<file path="config.mk">
export PLATFORM = sky130hd
export DESIGN_NAME = mem_pair_processor
export DESIGN_NICKNAME = d
export VERILOG_FILES = /design/src/rtl/mem_proc_pkg.sv /design/src/rtl/pp_sync_ram.sv /design/src/rtl/mem_pair_processor.sv
export SDC_FILE = /design/constraint.sdc
export NUM_CORES = 1
export LEC_CHECK = 0
export BUFFER_PORTS_ARGS = -buffer_cell sky130_fd_sc_hd__buf_4
export CORE_ASPECT_RATIO = 1.5
export CORE_MARGIN = 2
export CORE_UTILIZATION = 45
export DETAILED_ROUTE_END_ITERATION = 6
export SETUP_SLACK_MARGIN = 0.02
export SYNTH_ARGS = -nofsm -noshare
export SYNTH_HDL_FRONTEND = slang
export SYNTH_SLANG_ARGS = --single-unit
</file>
<file path="constraint.sdc">
create_clock -name clock -period 2.77 [get_ports clock]
set_input_delay 0.277 -clock clock [delete_from_list [all_inputs] [get_ports clock]]
set_output_delay 0.277 -clock clock [all_outputs]
set_load 0.02 [all_outputs]
</file>
<file path="src/rtl/mem_proc_pkg.sv">
// Shared types and arithmetic for mem_pair_processor.
//   state_e : controller states LOAD / COMP / DONE
//   mode_e  : pair operator codes (cond, add, sub, abs-diff)
//   combine : applies an operator to one pair and reports overflow and underflow
//             separately. The result wraps; any clamping is left to the caller.
// combine works at MAXW bits. Callers zero-extend their operands, so DWIDTH
// must be below MAXW.
package mem_proc_pkg;

  typedef enum logic [1:0] {
    LOAD = 2'b00,
    COMP = 2'b01,
    DONE = 2'b10
  } state_e;

  typedef enum logic [1:0] {
    MODE_COND = 2'b00,
    MODE_ADD  = 2'b01,
    MODE_SUB  = 2'b10,
    MODE_ABS  = 2'b11
  } mode_e;

  localparam int MAXW = 32;

  typedef struct packed {
    logic            ovf;
    logic            unf;
    logic [MAXW-1:0] res;
  } comb_t;

  // The operands are unsigned and below 2**dw. The extra top bit carries the
  // add overflow and the borrow of the subtraction.
  function automatic comb_t combine(input mode_e m, input logic [MAXW-1:0] a,
                                    input logic [MAXW-1:0] b, input int dw);
    comb_t         r;
    logic [MAXW:0] ax, bx, sum, diff, rdiff, one, mask;
    one   = {{MAXW{1'b0}}, 1'b1};
    mask  = (one << dw) - one;
    ax    = {1'b0, a};
    bx    = {1'b0, b};
    sum   = ax + bx;
    diff  = ax - bx;
    rdiff = bx - ax;
    r     = '{ovf: 1'b0, unf: 1'b0, res: {MAXW{1'b0}}};
    case (m)
      MODE_COND: begin
        if (ax <= bx) begin
          r.res = sum[MAXW-1:0] & mask[MAXW-1:0];
          r.ovf = (sum > mask);
        end else begin
          r.res = diff[MAXW-1:0] & mask[MAXW-1:0];
        end
      end
      MODE_ADD: begin
        r.res = sum[MAXW-1:0] & mask[MAXW-1:0];
        r.ovf = (sum > mask);
      end
      MODE_SUB: begin
        r.res = diff[MAXW-1:0] & mask[MAXW-1:0];
        r.unf = (ax < bx);
      end
      MODE_ABS: begin
        r.res = (ax >= bx) ? diff[MAXW-1:0] : rdiff[MAXW-1:0];
      end
      default: begin
        r.res = {MAXW{1'b0}};
      end
    endcase
    return r;
  endfunction

endpackage

</file>
<file path="src/rtl/pp_sync_ram.sv">
// Simple dual-port RAM with a registered read port.
//   clock, Reset (async, active-high), srst_i (sync clear)
//     Reset and srst_i clear only the read register. The array keeps its contents.
//   we_i / waddr_i / wdata_i : write port
//   raddr_i / rdata_o        : rdata_o <= mem[raddr_i] every cycle (1-cycle latency)
module pp_sync_ram
  #(parameter int AW = 3,
    parameter int DW = 8)
  (input  logic          clock,
   input  logic          Reset,
   input  logic          srst_i,
   input  logic          we_i,
   input  logic [AW-1:0] waddr_i,
   input  logic [DW-1:0] wdata_i,
   input  logic [AW-1:0] raddr_i,
   output logic [DW-1:0] rdata_o);

  logic [DW-1:0] mem_q [2**AW];

  // Write port: no reset, so contents survive Reset and Init.
  always_ff @(posedge clock) begin
    if (we_i) begin
      mem_q[waddr_i] <= wdata_i;
    end
  end

  // Registered read port, cleared by either reset.
  always_ff @(posedge clock or posedge Reset) begin
    if (Reset) begin
      rdata_o <= {DW{1'b0}};
    end else if (srst_i) begin
      rdata_o <= {DW{1'b0}};
    end else begin
      rdata_o <= mem_q[raddr_i];
    end
  end

endmodule

</file>
<file path="src/rtl/mem_pair_processor.sv">
// Loads 2**AWIDTH words into buffer A. It then combines the pairs
// (A[2k], A[2k+1]) with the operator latched at the end of the load and writes
// the results to buffer B. B is read back through rd_addr / rd_data.
// Ports:
//   clock, Reset (async, active-high), Init (synchronous restart)
//   mode           operator, sampled only on the last accepted load word
//   in_valid/in_data/in_ready   load stream (in_ready is high in LOAD)
//   busy (COMP), done (DONE), ovf (sticky over/underflow flag)
//   rd_addr/rd_data             B read port with a registered 1-cycle latency
// Build option: define MEMPROC_SATURATE_EN to clamp results. Overflow clamps to
// all-ones and underflow clamps to 0. Without it, results wrap.
module mem_pair_processor
  import mem_proc_pkg::*;
  #(parameter int AWIDTH = 3,
    parameter int DWIDTH = 8,
    localparam int BAW = (AWIDTH > 1) ? AWIDTH - 1 : 1)
  (input  logic              clock,
   input  logic              Reset,
   input  logic              Init,
   input  logic [1:0]        mode,
   input  logic              in_valid,
   input  logic [DWIDTH-1:0] in_data,
   output logic              in_ready,
   output logic              busy,
   output logic              done,
   input  logic [BAW-1:0]    rd_addr,
   output logic [DWIDTH-1:0] rd_data,
   output logic              ovf);

  localparam int              DEPTH     = 2**AWIDTH;
  localparam logic [AWIDTH:0] CNT_ZERO  = {(AWIDTH+1){1'b0}};
  localparam logic [AWIDTH:0] CNT_ONE   = (AWIDTH+1)'(1);
  localparam logic [AWIDTH:0] LAST_LOAD = (AWIDTH+1)'(DEPTH - 1);
  localparam logic [AWIDTH:0] LAST_COMP = (AWIDTH+1)'(DEPTH);

  state_e              state_q, state_d;
  logic [AWIDTH:0]     cnt_q, cnt_d;      // LOAD: accepted words; COMP: cycle index
  mode_e               mode_q, mode_d;
  logic [DWIDTH-1:0]   a_q, a_d;          // even word of the current pair
  logic                ovf_q, ovf_d;
  logic                a_we_s, b_we_s;
  logic [DWIDTH-1:0]   a_rdata_s, b_wdata_s;
  logic [BAW-1:0]      b_waddr_s;
  comb_t               comb_s;
  logic                unused_s;

  // State and datapath registers. Init is folded into the next-state logic.
  always_ff @(posedge clock or posedge Reset) begin
    if (Reset) begin
      state_q <= LOAD;
      cnt_q   <= CNT_ZERO;
      mode_q  <= MODE_COND;
      a_q     <= {DWIDTH{1'b0}};
      ovf_q   <= 1'b0;
    end else begin
      state_q <= state_d;
      cnt_q   <= cnt_d;
      mode_q  <= mode_d;
      a_q     <= a_d;
      ovf_q   <= ovf_d;
    end
  end

  // The A read issued in COMP cycle c returns during cycle c+1. An odd c
  // therefore sees A[c-1], the even word of a pair. An even c >= 2 sees the
  // odd word, which completes pair (c-2)/2.
  assign comb_s    = combine(mode_q, MAXW'(a_q), MAXW'(a_rdata_s), DWIDTH);
  assign b_waddr_s = BAW'(cnt_q[AWIDTH:1] - AWIDTH'(1));
  assign unused_s  = ^comb_s.res[MAXW-1:DWIDTH];

`ifdef MEMPROC_SATURATE_EN
  // Clamp the written result on overflow or underflow.
  always_comb begin
    if (comb_s.ovf) begin
      b_wdata_s = {DWIDTH{1'b1}};
    end else if (comb_s.unf) begin
      b_wdata_s = {DWIDTH{1'b0}};
    end else begin
      b_wdata_s = comb_s.res[DWIDTH-1:0];
    end
  end
`else
  // Write the result modulo 2**DWIDTH.
  always_comb begin
    b_wdata_s = comb_s.res[DWIDTH-1:0];
  end
`endif

  // Next-state logic and buffer write strobes.
  always_comb begin
    state_d = state_q;
    cnt_d   = cnt_q;
    mode_d  = mode_q;
    a_d     = a_q;
    ovf_d   = ovf_q;
    a_we_s  = 1'b0;
    b_we_s  = 1'b0;
    if (Init) begin
      state_d = LOAD;
      cnt_d   = CNT_ZERO;
      mode_d  = MODE_COND;
      a_d     = {DWIDTH{1'b0}};
      ovf_d   = 1'b0;
    end else begin
      case (state_q)
        LOAD: begin
          if (in_valid) begin
            a_we_s = 1'b1;
            if (cnt_q == LAST_LOAD) begin
              state_d = COMP;
              cnt_d   = CNT_ZERO;
              mode_d  = mode_e'(mode);
            end else begin
              cnt_d = cnt_q + CNT_ONE;
            end
          end else begin
            a_we_s = 1'b0;
          end
        end
        COMP: begin
          if (cnt_q == LAST_COMP) begin
            state_d = DONE;
            cnt_d   = CNT_ZERO;
          end else begin
            cnt_d = cnt_q + CNT_ONE;
          end
          if (cnt_q[0]) begin
            a_d = a_rdata_s;
          end else if (cnt_q != CNT_ZERO) begin
            b_we_s = 1'b1;
            ovf_d  = ovf_q | comb_s.ovf | comb_s.unf;
          end else begin
            b_we_s = 1'b0;
          end
        end
        DONE: begin
          state_d = DONE;
        end
        default: begin
          state_d = LOAD;
          cnt_d   = CNT_ZERO;
        end
      endcase
    end
  end

  assign in_ready = (state_q == LOAD);
  assign busy     = (state_q == COMP);
  assign done     = (state_q == DONE);
  assign ovf      = ovf_q;

  // Buffer A: one address serves load writes and compute reads.
  pp_sync_ram #(.AW(AWIDTH), .DW(DWIDTH)) u_ram_a (
    .clock   (clock),
    .Reset   (Reset),
    .srst_i  (Init),
    .we_i    (a_we_s),
    .waddr_i (cnt_q[AWIDTH-1:0]),
    .wdata_i (in_data),
    .raddr_i (cnt_q[AWIDTH-1:0]),
    .rdata_o (a_rdata_s)
  );

  // Buffer B: the controller writes results and rd_addr reads them.
  pp_sync_ram #(.AW(BAW), .DW(DWIDTH)) u_ram_b (
    .clock   (clock),
    .Reset   (Reset),
    .srst_i  (Init),
    .we_i    (b_we_s),
    .waddr_i (b_waddr_s),
    .wdata_i (b_wdata_s),
    .raddr_i (rd_addr),
    .rdata_o (rd_data)
  );

endmodule
</file>
# Word-level counts from Yosys, hierarchy flattened
# Memory sizes are Yosys's and may differ from the RTL's.
# Cells that the tools add are included.
[word_totals]
n_memories = 2
ff_bits = 33
ramBits = 96
word_cells = 86
inputBits = 16
[mem_list]
columns = ["name", "words", "word_bits", "rd", "rd_clocked_by_memory_dff", "write_ports", "line", "rtl"]
rows = [
  ["u_ram_a.mem_q", 8, 8, 1, 0, 1, "pp_sync_ram.sv:18", "logic [DW-1:0] mem_q [2**AW];"],
  ["u_ram_b.mem_q", 4, 8, 1, 0, 1, "pp_sync_ram.sv:18", ""],
]
[op_classes]
bitwise = 2
reduce_logical = 14
n_mux = 40
eq_ne = 12
magnitude_cmp = 4
addsub = 5
[op_table]
columns = ["cell", "count"]
rows = [
  ["8-bit 2-to-1 mux", 7],
  ["8-bit case mux with 4 select lines", 1],
  ["1-bit 2-to-1 mux", 17],
  ["2-bit 2-to-1 mux", 8],
  ["4-bit 2-to-1 mux", 4],
  ["8-bit subtractor", 2],
  ["4-bit case mux with 3 select lines", 1],
  ["2-bit nonzero test", 6],
  ["8-bit by 8-bit adder with 9-bit output", 1],
  ["9-bit by 8-bit greater-than comparator with 1-bit output (second input constant)", 1],
  ["3-bit AND reduction", 3],
  ["8-bit greater-or-equal comparator", 1],
  ["8-bit <= comparator", 1],
  ["8-bit less-than comparator", 1],
  ["2-bit == test (second input constant)", 3],
  ["3-bit by 2-bit != test with 1-bit output (second input constant)", 2],
  ["2-bit case mux with 3 select lines", 1],
  ["4-bit by 1-bit adder with 4-bit output (second input constant)", 1],
  ["2-bit by 1-bit == test with 1-bit output (second input constant)", 2],
  ["4-bit by 3-bit == test with 1-bit output (second input constant)", 1],
  ["4-bit == test (second input constant)", 1],
  ["2-bit zero test", 2],
  ["2-bit != test (second input constant)", 2],
  ["2-bit AND reduction", 2],
  ["other kinds (5)", 6],
]

# Logic depth before layout (Yosys ltp)
# Gate-level depths: netlist of the first run.
[depth]
depth_word = 10
mapped_depth = 10
ltp_nobuf = 10

# Modules after synthesis
# Synthesis of the first run repeated with hierarchy kept, for this count alone.
[unflattened]
cells_unflattened = 483
area_unflattened_um2 = 6392.4
[modules_own_cells]
columns = ["module", "area_each_um2", "instances", "cells_each"]
rows = [
  ["pp_sync_ram at u_ram_a", 2730.1, 1, 124],
  ["mem_pair_processor", 2204.6, 1, 283],
  ["pp_sync_ram at u_ram_b", 1457.6, 1, 76],
]

# Worst setup path after synthesis of the first run
# OpenSTA, ideal clock, no wires.
[synth_path]
kind = "reg-to-reg"
start = "register a_q[0]"
end = "memory u_ram_b.mem_q[0][3], data pin"
setup_ns = 0.266
arrival_ns = 2.177
path_slack_ns = 0.327
required_ns = 2.504
stages_incl_launch_ff = 11
path_buffers = 0
cell_sequence = "dfrtp_1 > inv_1 > ha_1 > inv_1 > fa_1 > nand3_2 > a31oi_2 > nor2_2 > inv_1 > a221o_1 > a32o_1"
[synth_between]
elab_chain_cells = 3
elab_cells_between_ends = 8
cone_classes = "3 x add/sub; 2 x order compare; 3 x mux"
[synth_lines]
columns = ["element", "line", "rtl"]
rows = [
  ["start, declared", "mem_pair_processor.sv:39", "logic [DWIDTH-1:0] a_q, a_d;"],
  ["start signal, assigned", "mem_pair_processor.sv:53", "a_q <= {DWIDTH{1'b0}};"],
  ["8-bit subtractor (tied with other cells)", "mem_proc_pkg.sv:43", "rdiff = bx - ax;"],
  ["8-bit 2-to-1 mux (on tied branches)", "mem_proc_pkg.sv:63, mem_proc_pkg.sv:47", ""],
  ["8-bit case mux with 4 select lines *", "mem_proc_pkg.sv:45", "case (m)"],
  ["named net b_wdata_s[3]", "mem_pair_processor.sv:42", "logic [DWIDTH-1:0] a_rdata_s, b_wdata_s;"],
  ["end, declared", "pp_sync_ram.sv:18", ""],
]
# The timed path passes the listed nets; every way through them passes the cells marked *.

# Final worst setup path of the first run
[layout_path]
start = "register a_q[1]"
end = "memory u_ram_b.mem_q[0][5], data pin"
# Same word-level chain as after synthesis.

==> impl_metrics.ini, run 1 <==
[grt]
grt_pass1_wl_um = 22100
overflow = 0
track_usage = 0.195
grt_antenna_before_repair = 0
grt_max_degree = 34
grt_pass1_vias = 4286

[logic_synthesis]
netlist_area_sq_mm = 0.00645
synthArstFlopShare = 0.256
ys_seq_area_frac = 0.575
yosysUniqueCellTypes = 70
ys_warn_count = 0
syn_nets = 558
synth_edf_count = 96
ys_ff_latch = 129
syn_inst = 510
ys.flop_type = edfxtp_1
avgSynthCellArea_sq_um = 12.6

[timing]
fin_crit_ps = 2670
fin_skew_ps = 8.36
setup_violations = 0
finalSetupTns_ps = 0
hold_viol = 0
max_slew_margin = 0.565
tightest_slew_ps = 646
hold-worst-slack_ps = 80.7
finalCritPeriodShare = 0.963
slew_viol_final = 0
fmax_ghz = 0.375

[routing]
drt_iter0_drc = 201
via_per_inst = 5.51
wl_per_cell_um = 18.4
drc_errors = 0
postRouteAntennaNets = 0
drt-total-wl_um = 14000
vias = 4210
drt_pass1_iterations = 4

[run]
cap_violations = 0

[clock_network]
clkTransAtPathRegs_ps = 60
clock_latency_ps = 420
cts_buffers = 17
clock-sinks = 129
cts_tree = done
cts_setup_buffers = 0
cts_max_level = 4
clockBufferDepth = 2
cts_root_buf = clkbuf_16

[min_path]
holdPathEnd = u_ram_a.mem_q[2][6]
hold_depth = 1
hp-start = in_data[6]
hold_class = in2reg

[worst_setup_path]
start_kind = flop
cp_max_fo = 8
cp-end-kind = flop
cp.required_ps = 2890
cp_slowest_stage_delay_ps = 440
arrival_ps = 2790
crit_path_top_delay_cell = dfrtp_1
critPathBufInv = 1
worstReg2RegStart = a_q[1]
rr_endpoint = u_ram_b.mem_q[0][5]
worstSetupPathType = reg2reg
reg2regPathDepth = 8
path_delay_family = compound AO/OA/AOI/OAI gates
path_cells = inv_1 -> ha_1 -> nand4_2 -> a31oi_2 -> nor3_4 -> o2111a_1 -> nor4_1 -> o2111ai_2
r2r_slack_ps = 100

[placement]
hpwl_um = 10200
placed_cells = 731
placed_cell_area_sq_mm = 0.00697
gp_congestion = 0.880
port_buffers = 27

[outcome]
run_status = finished, final reports clean

[layout]
drive_gt1_frac = 0.226
stdcell_area_sq_mm = 0.00761
final_cells = 764
nNetsFinal = 607
syn_to_final_growth_pct = 17.9
antenna_cells = 0
fill_cells = 1196

[die]
ioPinCount = 28
initial_core_util = 0.461
die_w_um = 102
die_y_um = 151
die_area_sq_mm = 0.0153
rows = 53
core_sq_mm = 0.0140

[power_and_ir_drop]
p_leak_nw = 2.85
power_w = 0.00724
powerDensity_mw_per_mm2 = 951
peakVddDrop_uv = 506
[routing by layer]
layer	vias to the layer above	track usage	share of wire
met5	-	0	0
li1	1998	-	-
met1	2088	0.204	0.38
met4	0	0.102	0.036
met2	91	0.359	0.56
met3	33	0.0395	0.024
[power by group]
| part | total [W] | switching, W | internal, W |
|---|---|---|---|
| registers | 0.00247 | 0.000110 | 0.00236 |
| clock network | 0.00227 | 0.000914 | 0.00135 |
| logic | 0.00250 | 0.00151 | 0.000993 |
| total | 0.00724 | 0.00253 | 0.00470 |
[kinds of logic (layout without fill, tap and decap cells)]
| group | after synthesis | after routing | share of synthesized area |
|---|---|---|---|
| simple gates | 140 | 140 | 0.112 |
| flops | 129 | 129 | 0.575 |
| compound gates | 111 | 111 | 0.120 |
| mux | 29 | 29 | 0.0762 |
| fa+ha+maj | 32 | 32 | 0.0656 |
| buf+inv | 60 | 122 | 0.0394 |
| xor+xnor | 9 | 9 | 0.0122 |
[cell usage after synthesis, drive strengths merged (5+ instances only)]
cell type	count	area, sq um
dfrtp	33	826
nor3	10	66.3
mux4	16	360
inv	36	135
buf	12	73.8
o21ai	21	116
ha	29	363
mux2i	12	120
a211oi	6	45.0
xnor2	7	61.3
nor2	27	104
nand2b	8	50.1
o221ai	5	50.0
nand3	16	85.1
nand2	46	175
edfxtp	96	2880
clkbuf	12	45.0
and2	10	65.1
a21oi	42	240
[area by class of cell]
| class | count | area [sq um] | share of cell area |
|---|---|---|---|
| flip-flops and latches | 129 | 3710 | 0.487 |
| multi-input cells | 321 | 2520 | 0.331 |
| well taps | 192 | 240 | 0.0316 |
| clock buffers | 17 | 425 | 0.0559 |
| clock inverters | 15 | 171 | 0.0225 |
| inverters | 36 | 135 | 0.0178 |
| repair buffers | 54 | 408 | 0.0536 |
[cell usage in the layout, fill, tap and decap left out, types with 6 or more instances in the layout]
cell       synthesis  layout
a211oi_1           6       6
a21oi_1           38      38
and2_1             9       9
buf_4              2      53
clkbuf_16          0      17
dfrtp_1           33      33
edfxtp_1          96      96
ha_1              29      28
inv_1             36      36
inv_6              0       6
mux2i_1           12      12
mux4_2            16      16
nand2_1           45      45
nand2b_1           8       8
nand3_1           15      15
nor2_1            26      26
nor3_1             8       8
o21ai_0           19      18
xnor2_1            7       7
[worst max path at each step]
stage / cells past startpoint / startpoint / end
6_report: 8 / a_q[1] / u_ram_b.mem_q[0][5]
4_1_cts: 10 / a_q[0] / u_ram_b.mem_q[2][2]
5_1_grt: 8 / a_q[1] / u_ram_b.mem_q[0][5]
3_5_place_dp: 11 / a_q[0] / u_ram_b.mem_q[0][4]
3_3_place_gp: 11 / a_q[0] / u_ram_b.mem_q[0][4]
2_1_floorplan: 10 / a_q[0] / u_ram_b.mem_q[0][3]
[metrics by stage]
stage | utilization | worst slack, ps
floorplan | - | 327
global placement | 0.498 | 80.2
detailed placement | 0.498 | 14.4
CTS | 0.542 | 87.1
global route | 0.544 | -31.1
finish | 0.544 | 102
[flip-flops by register name, summed over array words and instances, names as in the netlist]
| signal | cells |
|---|---|
| a_q | 8 |
| cnt_q | 4 |
| mode_q | 2 |
| ovf | 1 |
| state_q | 2 |
| u_ram_a.mem_q | 64 |
| u_ram_a.rdata_o | 8 |
| u_ram_b.mem_q | 32 |
| u_ram_b.rdata_o | 8 |
[repair_timing]
action / 4_1_cts / 5_1_grt
hold endpoints to repair: 33 / 0
gates resized for setup: 1 / 6
setup endpoints to repair: 4 / 28
pin swaps: 0 / 3
hold buffers: 1 / 0
Note: power is estimated with default switching activity, not from simulation.
==> inputs of run 2 (changes only) <==
- clock period: 2.77 -> 2.3 ns (I/O delays scaled with it)
==> run 2 against run 1 <==
  * The run now ends with setup timing left
  * Clock skew up 1.4 ps
  * Largest power group unchanged
  * Count of clock-buffer cells in the layout increased by 1
  * Non-clock buffer count increased by 69
  * Final area is 11% higher
  * Register-to-register slack worse by 310 ps
  * Critical path depth is 2 higher
  * Cell count up 9.0%
  * Flip-flop and latch count unchanged
  * Clock power rose by 18%
  * Sequential power rose by 20%
  * Die area did not move
==> impl_metrics.ini, run 2 (synthesized netlist as in run 1, its figures left out) <==
[routing]
via_per_inst = 5.41
drc_errors = 0
postRouteAntennaNets = 0
m1WireLength_um = 5780
routed.top_layer = met4
wl_per_cell_um = 18.3
wl_met2_um = 8690
drt_pass1_iterations = 4
vias = 4504
drt-total-wl_um = 15300
dr_wl_met3_um = 316
drt_iter0_drc = 162

[power_and_ir_drop]
peakVddDrop_uv = 864
pwr-share-seq = 0.305
p_sw_frac = 0.349
p_leak_nw = 3.22
switching_power_w = 0.00339
p_int_w = 0.00633
p_clk_frac = 0.275
share_comb_of_total_power = 0.419
powerDensity_mw_per_mm2 = 1150

[grt]
grt_pass1_wl_um = 24500
grt_antenna_before_repair = 0
grt_max_degree = 34
grt_pass1_vias = 4803
overflow = 0
track_usage = 0.212

[timing]
fin_skew_ps = 9.77
tightest_slew_ps = 679
fmax_ghz = 0.398
slew_viol_final = 0
hold-worst-slack_ps = 44.6
max_slew_margin = 0.547
finalCritPeriodShare = 1.09
fin_crit_ps = 2510
setup_violations = 28
hold_viol = 0
worst_slack_ps = -211
rsz0062_at_grt = yes
finalSetupTns_ps = -3980

[worst_setup_path]
cp_max_fo = 6
cp-end-kind = flop
crit_path_top_delay_cell = dfrtp_1
critPathBufInv = 4
path_cells = inv_1 -> ha_4 -> nand4_4 -> buf_4 -> a31oi_4 -> nor3_4 -> buf_4 -> buf_4 -> a221o_1 -> a32o_2
cp.required_ps = 2450
cpMostUsedCell = buf_4
arrival_ps = 2660
start_kind = flop
cp_slowest_stage_delay_ps = 380
path_delay_family = compound AO/OA/AOI/OAI gates
worstSetupPathType = reg2reg

[layout]
stdcell_area_sq_mm = 0.00844
regMostFlops = u_ram_a.mem_q
layout_common_cells = buf_4, edfxtp_1, nand2_1
antenna_cells = 0
fill_cells = 1104
layout_commonest_cell = buf_4
nNetsFinal = 676
syn_to_final_growth_pct = 30.8
drive_gt1_frac = 0.368
fin_util = 0.603
largest_reg_flops = 64
top_regs = u_ram_a.mem_q (64), u_ram_b.mem_q (32)

[clock_network]
clock_latency_ps = 410
cts_root_buf = clkbuf_16
cts_max_level = 4
clock-sinks = 129
clkTransAtPathRegs_ps = 60
clockBufferDepth = 2
cts_buffers = 17
cts_tree = done

[die]
die_y_um = 151
rows = 53
die_area_sq_mm = 0.0153
core_sq_mm = 0.0140
ioPinCount = 28
initial_core_util = 0.461
die_w_um = 102

[placement]
hpwl_um = 10900
placed_cell_area_sq_mm = 0.00743
gp_congestion = 0.929
port_buffers = 27

[outcome]
run_status = finished with violations
violations = setup timing

[min_path]
hold_class = in2reg

[run]
cap_violations = 0
run 2: cell count changes in the layout (fill, tap and decap cells not counted), moves of 5 or more:
| cell | delta |
|---|---|
| ha_1 | -9 |
| buf_6 | +5 |
| inv_2 | +6 |
| inv_1 | -6 |
| buf_4 | +64 |
| ha_4 | +8 |
run 2: cell type report:
type,count,area (sq um),area share
clock buffer,18,429,0.0509
clock inverter,14,155,0.0184
inverter,36,135,0.0160
multi-input combinational,321,2820,0.335
sequential,129,3710,0.440
tap,192,240,0.0285
timing repair buffer,123,945,0.112
run 2: power groups by stage:
stage / clock network, W / registers (W) / logic, W
5_1_grt: 0.00282 / 0.00299 / 0.00441
6_report: 0.00268 / 0.00297 / 0.00407
2_1_floorplan: 0 / 0.00298 / 0.00223
3_5_place_dp: 0 / 0.00300 / 0.00347
4_1_cts: 0.00271 / 0.00296 / 0.00385
3_3_place_gp: 0 / 0.00299 / 0.00340
run 2: path summary, 6_finish.rpt:
path                            start             endpoint  slack (ps)  cells after the start
setup reg to reg               a_q[6]  u_ram_b.mem_q[2][3]        -210                     10
setup / recovery               a_q[6]  u_ram_b.mem_q[2][3]        -210                     10
hold reg to reg                   ovf                  ovf         550                      1
min in group asynchronous       Reset            mode_q[1]         490                      4
max in group asynchronous       Reset   u_ram_a.rdata_o[2]        1420                      4
hold / removal             in_data[6]  u_ram_a.mem_q[6][6]          40                      1
run 2: per-layer routing:
metal,GRT usage,vias to the layer above
met5,0,-
met3,0.0353,37
met4,0.0926,0
met2,0.404,80
li1,-,2128
met1,0.222,2259
run 2: timing repair:
item | CTS | global route
gates resized for setup | 38 | 29
endpoints found under the hold margin | 33 | 0
gates cloned | 0 | 0
hold buffers | 1 | 0
setup endpoints to repair | 28 | 37
pin swaps | 21 | 12
setup buffers | 11 | 7
run 2: per-stage QoR:
| step | worst slack [ps] | std cells | total power (W) |
|---|---|---|---|
| floorplan | -28.2 | 510 | 0.00521 |
| global placement | -433 | 786 | 0.00639 |
| detailed placement | -546 | 786 | 0.00647 |
| CTS | -310 | 829 | 0.00952 |
| global route | -316 | 833 | 0.0102 |
| finish | -211 | 833 | 0.00972 |
